===== config.mk =====
export PLATFORM = sky130hd
export DESIGN_NAME = ps2_host_tx
export DESIGN_NICKNAME = d
export VERILOG_FILES = /design/src/rtl/ps2_host_tx.sv
export SDC_FILE = /design/constraint.sdc
export NUM_CORES = 1
export LEC_CHECK = 0
export ABC_AREA = 1
export BUFFER_PORTS_ARGS = -buffer_cell sky130_fd_sc_hd__buf_2
export CORE_MARGIN = 3
export CORE_UTILIZATION = 35
export CTS_BUF_LIST = sky130_fd_sc_hd__clkbuf_8
export DETAILED_ROUTE_END_ITERATION = 8
export SLEW_MARGIN = 20
export SYNTH_ARGS = -nofsm -noshare
export SYNTH_HDL_FRONTEND = slang
export SYNTH_SLANG_ARGS = --single-unit

===== constraint.sdc =====
create_clock -name Clk -period 1.74 [get_ports Clk]
set_input_delay 0.261 -clock Clk [delete_from_list [all_inputs] [get_ports Clk]]
set_output_delay 0.261 -clock Clk [all_outputs]
set_load 0.02 [all_outputs]

===== src/rtl/ps2_host_tx.sv =====
// ps2_host_tx: PS/2 host-to-device command transmitter.
// Sends one byte with a clock-inhibit request-to-send and checks the device ACK.
//
// Ports:
//   Clk, Reset            system clock, synchronous active-high reset
//   PS2ClkIn, PS2DataIn   raw PS/2 pin levels (asynchronous)
//   Start, TxData         one-cycle transmit request and command byte
//   PS2ClkOE, PS2DataOE   1 = pull the line low, 0 = release it
//   Busy                  transfer in progress (through the Done cycle)
//   Done                  one-cycle end-of-transfer pulse
//   AckOk, Error          status, valid only while Done=1
//
// Optional feature: define PS2TX_TIMEOUT_EN to enable the watchdog that
// aborts a transfer TIMEOUT_CYCLES after clock release (sets Error).
module ps2_host_tx #(
   parameter int INHIBIT_CYCLES = 5000,
   parameter int TIMEOUT_CYCLES = 1000000
) (
   input  logic       Clk,
   input  logic       Reset,
   input  logic       PS2ClkIn,
   input  logic       PS2DataIn,
   input  logic       Start,
   input  logic [7:0] TxData,
   output logic       PS2ClkOE,
   output logic       PS2DataOE,
   output logic       Busy,
   output logic       Done,
   output logic       AckOk,
   output logic       Error
);

   localparam int IW = $clog2(INHIBIT_CYCLES + 1);
   localparam logic [IW-1:0] INH_PRE  = IW'(INHIBIT_CYCLES - 2);
   localparam logic [IW-1:0] INH_LAST = IW'(INHIBIT_CYCLES - 1);

   typedef enum logic [1:0] {
      IDLE,
      INHIBIT,
      SHIFT,
      WAIT_IDLE
   } state_t;

   state_t        state;
   logic          clk_s1;
   logic          clk_s2;
   logic          clk_prev;
   logic          dat_s1;
   logic          dat_s2;
   logic          fall;
   logic [IW-1:0] inh_cnt;
   logic [3:0]    bit_cnt;
   logic [7:0]    shreg;
   // XOR of the data bits: the OE value for the odd-parity slot
   logic          par;
   logic          ack_r;
   logic          tmo;

`ifdef PS2TX_TIMEOUT_EN
   localparam int TW = $clog2(TIMEOUT_CYCLES + 1);
   localparam logic [TW-1:0] TMO_LAST = TW'(TIMEOUT_CYCLES - 1);
   logic [TW-1:0] wdog;
   assign tmo = (wdog == TMO_LAST);
`else
   logic unused_tmo_cfg;
   assign unused_tmo_cfg = (TIMEOUT_CYCLES > 0);
   assign tmo   = 1'b0;
   assign Error = 1'b0;
`endif

   // Synchronizers idle high so reset never fakes a falling edge
   always_ff @(posedge Clk) begin
      if (Reset) begin
         clk_s1   <= 1'b1;
         clk_s2   <= 1'b1;
         clk_prev <= 1'b1;
         dat_s1   <= 1'b1;
         dat_s2   <= 1'b1;
      end else begin
         clk_s1   <= PS2ClkIn;
         clk_s2   <= clk_s1;
         clk_prev <= clk_s2;
         dat_s1   <= PS2DataIn;
         dat_s2   <= dat_s1;
      end
   end

   assign fall = clk_prev & ~clk_s2;

   always_ff @(posedge Clk) begin
      if (Reset) begin
         state     <= IDLE;
         PS2ClkOE  <= 1'b0;
         PS2DataOE <= 1'b0;
         Busy      <= 1'b0;
         Done      <= 1'b0;
         AckOk     <= 1'b0;
         inh_cnt   <= '0;
         bit_cnt   <= '0;
         shreg     <= '0;
         par       <= 1'b0;
         ack_r     <= 1'b0;
`ifdef PS2TX_TIMEOUT_EN
         Error     <= 1'b0;
         wdog      <= '0;
`endif
      end else begin
         Done  <= 1'b0;
         AckOk <= 1'b0;
`ifdef PS2TX_TIMEOUT_EN
         Error <= 1'b0;
`endif
         unique case (state)
            IDLE: begin
               // Busy is still high in the Done cycle, blocking Start
               Busy      <= 1'b0;
               PS2ClkOE  <= 1'b0;
               PS2DataOE <= 1'b0;
               if (Start && !Busy) begin
                  state    <= INHIBIT;
                  Busy     <= 1'b1;
                  PS2ClkOE <= 1'b1;
                  shreg    <= TxData;
                  par      <= ^TxData;
                  inh_cnt  <= '0;
                  bit_cnt  <= '0;
                  ack_r    <= 1'b0;
               end
            end
            INHIBIT: begin
               inh_cnt <= inh_cnt + 1'b1;
               if (inh_cnt == INH_PRE) begin
                  PS2DataOE <= 1'b1;
               end
               if (inh_cnt == INH_LAST) begin
                  state     <= SHIFT;
                  PS2ClkOE  <= 1'b0;
                  PS2DataOE <= 1'b1;
`ifdef PS2TX_TIMEOUT_EN
                  wdog      <= '0;
`endif
               end
            end
            SHIFT: begin
`ifdef PS2TX_TIMEOUT_EN
               wdog <= wdog + 1'b1;
`endif
               if (fall) begin
                  bit_cnt <= bit_cnt + 1'b1;
                  unique case (1'b1)
                     (bit_cnt < 4'd8): begin
                        PS2DataOE <= ~shreg[0];
                        shreg     <= shreg >> 1;
                     end
                     (bit_cnt == 4'd8): PS2DataOE <= par;
                     (bit_cnt == 4'd9): PS2DataOE <= 1'b0;
                     default: begin
                        ack_r     <= ~dat_s2;
                        PS2DataOE <= 1'b0;
                        state     <= WAIT_IDLE;
                     end
                  endcase
               end
               // An ACK sampled on the expiry cycle still wins
               if (tmo && !(fall && bit_cnt == 4'd10)) begin
                  state     <= IDLE;
                  PS2ClkOE  <= 1'b0;
                  PS2DataOE <= 1'b0;
                  Done      <= 1'b1;
`ifdef PS2TX_TIMEOUT_EN
                  Error     <= 1'b1;
`endif
               end
            end
            WAIT_IDLE: begin
               PS2ClkOE  <= 1'b0;
               PS2DataOE <= 1'b0;
               if (clk_s2 && dat_s2) begin
                  state <= IDLE;
                  Done  <= 1'b1;
                  AckOk <= ack_r;
               end
            end
         endcase
      end
   end

endmodule


# Word level (Yosys, flattened, before mapping)
# Index checks and enable logic that the tools add are counted.
# classes
addsub,2
magnitude_cmp,1
n_eq_ne,14
muxes,28
bitwise,7
n_reduce_logical,19
# op_table
cell,n
equality test 13 bit (second input constant),2
one-hot mux 13 bit (2 select lines),1
2-to-1 mux 8 bit,3
one-hot mux 8 bit (2 select lines),1
adder 13 x 1 -> 13 bit (second input constant),1
2-to-1 mux 13 bit,1
!= test 2 bit (second input constant),6
2-to-1 mux 2 bit,5
2-to-1 mux 1 bit,9
equality test 4 bit (second input constant),2
2-to-1 mux 4 bit,2
one-hot mux 2 bit (4 select lines),1
one-hot mux 4 bit (2 select lines),1
AND reduction 2 bit,4
AND reduction 4 bit,2
XOR reduction 8 bit,1
NOT 1 bit,6
one-hot mux 1 bit (3 select lines),2
OR reduction 3 bit,2
AND reduction 5 bit,1
adder 4 x 1 -> 4 bit (second input constant),1
equality test 2 bit (second input constant),2
less-than comparator 4 bit (second input constant),1
one-hot mux 1 bit (2 select lines),2
9 further kinds,12
# word_totals
ff_bits,39
out_inout_bits,6
word_cells,87

# Longest topological paths before layout
# logic_depth
ltp_word,5
ltp_mapped,11

# Least setup slack after synthesis
# OpenSTA, ideal clock, no wires.
# synth_timing
kind,register -> register
from,register state[0]
to,register shreg[0]
setup_ns,0.113
arrival_ns,1.411
required_ns,1.627
slack_ns,0.216
stages_incl_launch_ff,12
n_path_buf,1
synth_period_minus_slack_ns,1.524
path_cell_list,dfxtp_1 inv_1 ha_1 nor2_1 inv_1 nand2_2 nor2_4 a21oi_4 buf_6 nand2_1 nand2_1 nor2_1
# synth_between
elab_chain_len,3
word_cells_on_any_way,8
cone_classes,4 x eq/ne; 1 x mux; 3 x reduce/logical
# synth_rtl
item,line,source
"start, declared",44,state_t state;
"start signal, assigned",92,state <= IDLE;
"start signal, assigned",120,state <= INHIBIT;
"start signal, assigned",136,state <= SHIFT;
equality test 2 bit or logical NOT 2 bit (tied branches),113,unique case (state)
!= test 2 bit (no line) or nonzero test 2 bit (tied branches),-,
AND reduction 4 bit (no line),-,
"end signal, assigned",123,shreg <= TxData;
"end signal, assigned",153,shreg <= shreg >> 1;
"end, declared",53,logic [7:0] shreg;
# Several ways; a longest one is shown, not always the timed one.
# A chain may end at the register's enable or synchronous reset.

# Worst setup path in the final report
# layout_timing
from,register state[0]
to,register shreg[4]
# Same word-level chain as after synthesis.

==> results.toml <==
[status]
run_status = "finished clean"

[drt]
drt_iter0_drc = 60
wl_mm = 4.193
wl_per_cell_um = 10.13
vias_per_cell = 4.534
drt.antenna.violating_nets = 0
drc = 0
vias = 1877
firstDrtPassIters = 4

[setup_path]
endpoint = "shreg[4]"
crit_buf_inv = 4
worstReg2RegStart = "state[0]"
reg2reg_depth = 11
r2r_slack_ns = 0.14
cp-end-kind = "register"
crit_start = "state[0]"
startpoint_type = "register"
crit_chain = "inv_1, ha_1, buf_4, nand2_4, inv_1, nor2_4, a21oi_4, buf_4, nand2_1, nand2_1, nor2_1"
critical_path_class = "reg -> reg"
worstPathRequired_ns = 1.98
slowest_stage = "dfxtp_1"
regToRegEndpoint = "shreg[4]"
crit_arrival_ns = 1.84
slowest_delay_ns = 0.33
crit_path_max_fanout = 9
crit_family = "buffers and inverters"
path_depth = 11

[clock_network]
cts_root_buf = "clkbuf_8"
cts-buffers-inserted = 5
clk_pin_slew_ns = 0.08
clock_sinks = 39
clock_latency_ns = 0.30
htreeDepth = 2
cts_buffer_depth = 2
tritoncts = "yes"

[floorplan]
core_um2 = 5675
start_util_pct = 37.35
die_area_um2 = 7026
rows = 27
ios = 19
die_h_um = 83.82
die_w_um = 83.82

[flow_run]
maxCapViolCount = 0

[logic_synthesis]
syn_inst = 314
synthesis.area_um2 = 2120
syn-num-nets = 336
ys_ff_latch = 39
synth.distinct_cells = 29
syn_area_per_cell_um2 = 6.750
synth-seq-area-share_pct = 36.84
yosysWarningCount = 0

[global_routing]
grt_pass1_wl_mm = 7.369
grt_antenna_before_repair = 0
track_usage_pct = 12.74
grt-busiest-layer = "met2"
use_met1_pct = 15.94
first_global_vias = 1722
use_met2_pct = 20.61
grt.met3_usage_pct = 3.159
overflow = 0
grt_start_max_net_pins = 16

[timing]
rsz0062_at_grt = "no"
finClkSkew_ns = 0.006640
min_period_ns = 1.596
timing.final.ws_setup_ns = 0.1444
fmaxAchievable_mhz = 626.7
post-route-period-util_pct = 91.70
slew_viol_final = 0
hold_viol = 0
timing.setup.tns_ns = 0
setup_violations = 0

[power_and_ir_drop]
leakage_uw = 0.001104
power_density_nw_per_um2 = 1334
finalPower_uw = 3253
peakVddDrop_mv = 0.7014

[place]
gp_congestion = 0.7820
hpwl_mm = 3.140
place_ws_ns = 0.04512
port_buffers = 17

[hold_path]
min_path_type = "in -> reg"
min_from = "PS2DataIn"
min_path_cells = 2

[finish]
syn2layout_area_growth_pct = 15.05
finalCoreUtilization_pct = 42.97
drive_gt1_share_pct = 14.91
nNetsFinal = 363
antenna_cells = 0
cell usage after synthesis:
cell type	instances	area share (%)
inv_1	53	9.4
a21oi_4	1	0.77
a21oi_2	1	0.41
nor2_4	2	1.1
or2_2	4	1.2
nand2_2	3	0.89
xor2_1	2	0.83
nand4_1	3	0.89
nor2_2	2	0.59
buf_6	2	1.1
buf_2	1	0.24
nand2b_1	1	0.30
nor3_1	7	1.7
dfxtp_1	39	37
a21oi_1	19	4.5
nor4_1	1	0.30
nand2_4	2	1.1
nand3_1	14	3.3
nor2_1	43	7.6
conb_1	1	0.18
ha_1	9	5.3
o21ai_0	21	5.0
nand2_1	71	13
o22ai_1	1	0.30
clkbuf_1	2	0.35
nor3b_1	1	0.35
xnor2_1	5	2.1
buf_4	2	0.71
a211oi_1	1	0.35
kinds of logic after synthesis:
kind of cell    after synthesis  share of synthesized area (%)
flops                        39                          36.84
simple gates                154                          31.76
buf+inv                      60                          11.75
xor+xnor                      7                          2.893
other cells                   1                         0.1769
compound gates               44                          11.28
fa+ha+maj                     9                          5.313
worst reg2reg max path: cells and delay by family (launching register included):
family | cells | cell delay (ns)
buffers and inverters | 4 | 0.47
DFF | 1 | 0.33
adders and majority gates | 1 | 0.26
AOI/OAI and AO/OA | 1 | 0.08
and+or+nand+nor | 5 | 0.42
how the worst min path moves through the flow:
stage,end,slack [ns]
floorplan,clk_s1,0.36
global placement,clk_s2,0.39
detailed placement,dat_s2,0.40
CTS,dat_s1,0.13
global route,dat_s1,0.13
finish,dat_s1,0.14
stage by stage:
step | std cells | hold WS (ns) | cell area (um2)
floorplan | 314 | 0.3648 | 2120
global placement | 403 | 0.3925 | 2297
detailed placement | 403 | 0.3958 | 2297
CTS | 411 | 0.1276 | 2415
global route | 414 | 0.1342 | 2439
finish | 414 | 0.1375 | 2439
report_power, final:
part           total [uW]  switching (uW)  leakage [uW]  internal, uW
Combinational        1340             823      0.000723           513
Sequential           1110            69.3      0.000319          1040
Clock                 806             342     0.0000612           464
Total                3250            1230       0.00110          2020
repair_timing:
| item | 4_1_cts | 5_1_grt |
|---|---|---|
| setup buffers | 0 | 3 |
| endpoints found under the setup margin | 0 | 14 |
| gates resized for setup | 0 | 2 |
| hold buffers | 0 | 0 |
routing by layer:
| metal | wire length [um] | up-vias |
|---|---|---|
| met5 | 0 | - |
| met3 | 146 | 7 |
| met4 | 78 | 0 |
| met2 | 1884 | 24 |
| li1 | - | 1018 |
| met1 | 2084 | 828 |
sequential cells by signal, indices dropped and copies added (netlist names):
signal	cells
AckOk	1
Busy	1
Done	1
PS2ClkOE	1
PS2DataOE	1
ack_r	1
bit_cnt	4
clk_prev	1
clk_s1	1
clk_s2	1
dat_s1	1
dat_s2	1
inh_cnt	13
par	1
shreg	8
state	2
cell type report:
| cell class | count | area, um2 |
|---|---|---|
| Fill cell | 624 | 3237 |
| Multi-Input combinational cell | 215 | 1090 |
| Sequential cell | 39 | 782.0 |
| Inverter | 53 | 198.9 |
| Timing Repair Buffer | 27 | 160.2 |
| Tap cell | 72 | 90.09 |
| Clock buffer | 6 | 82.58 |
| Clock inverter | 2 | 35.03 |
cell usage in the layout (no fill, tap or decap), types with 4 or more instances in the layout:
cell      Yosys  final
a21oi_1      19     19
buf_2         1     17
buf_4         2     10
clkbuf_8      0      6
dfxtp_1      39     38
ha_1          9      9
inv_1        53     53
nand2_1      71     71
nand3_1      14     14
nor2_1       43     43
nor3_1        7      7
o21ai_0      21     20
or2_2         4      4
xnor2_1       5      5
Power figures use the tool's default switching activity.
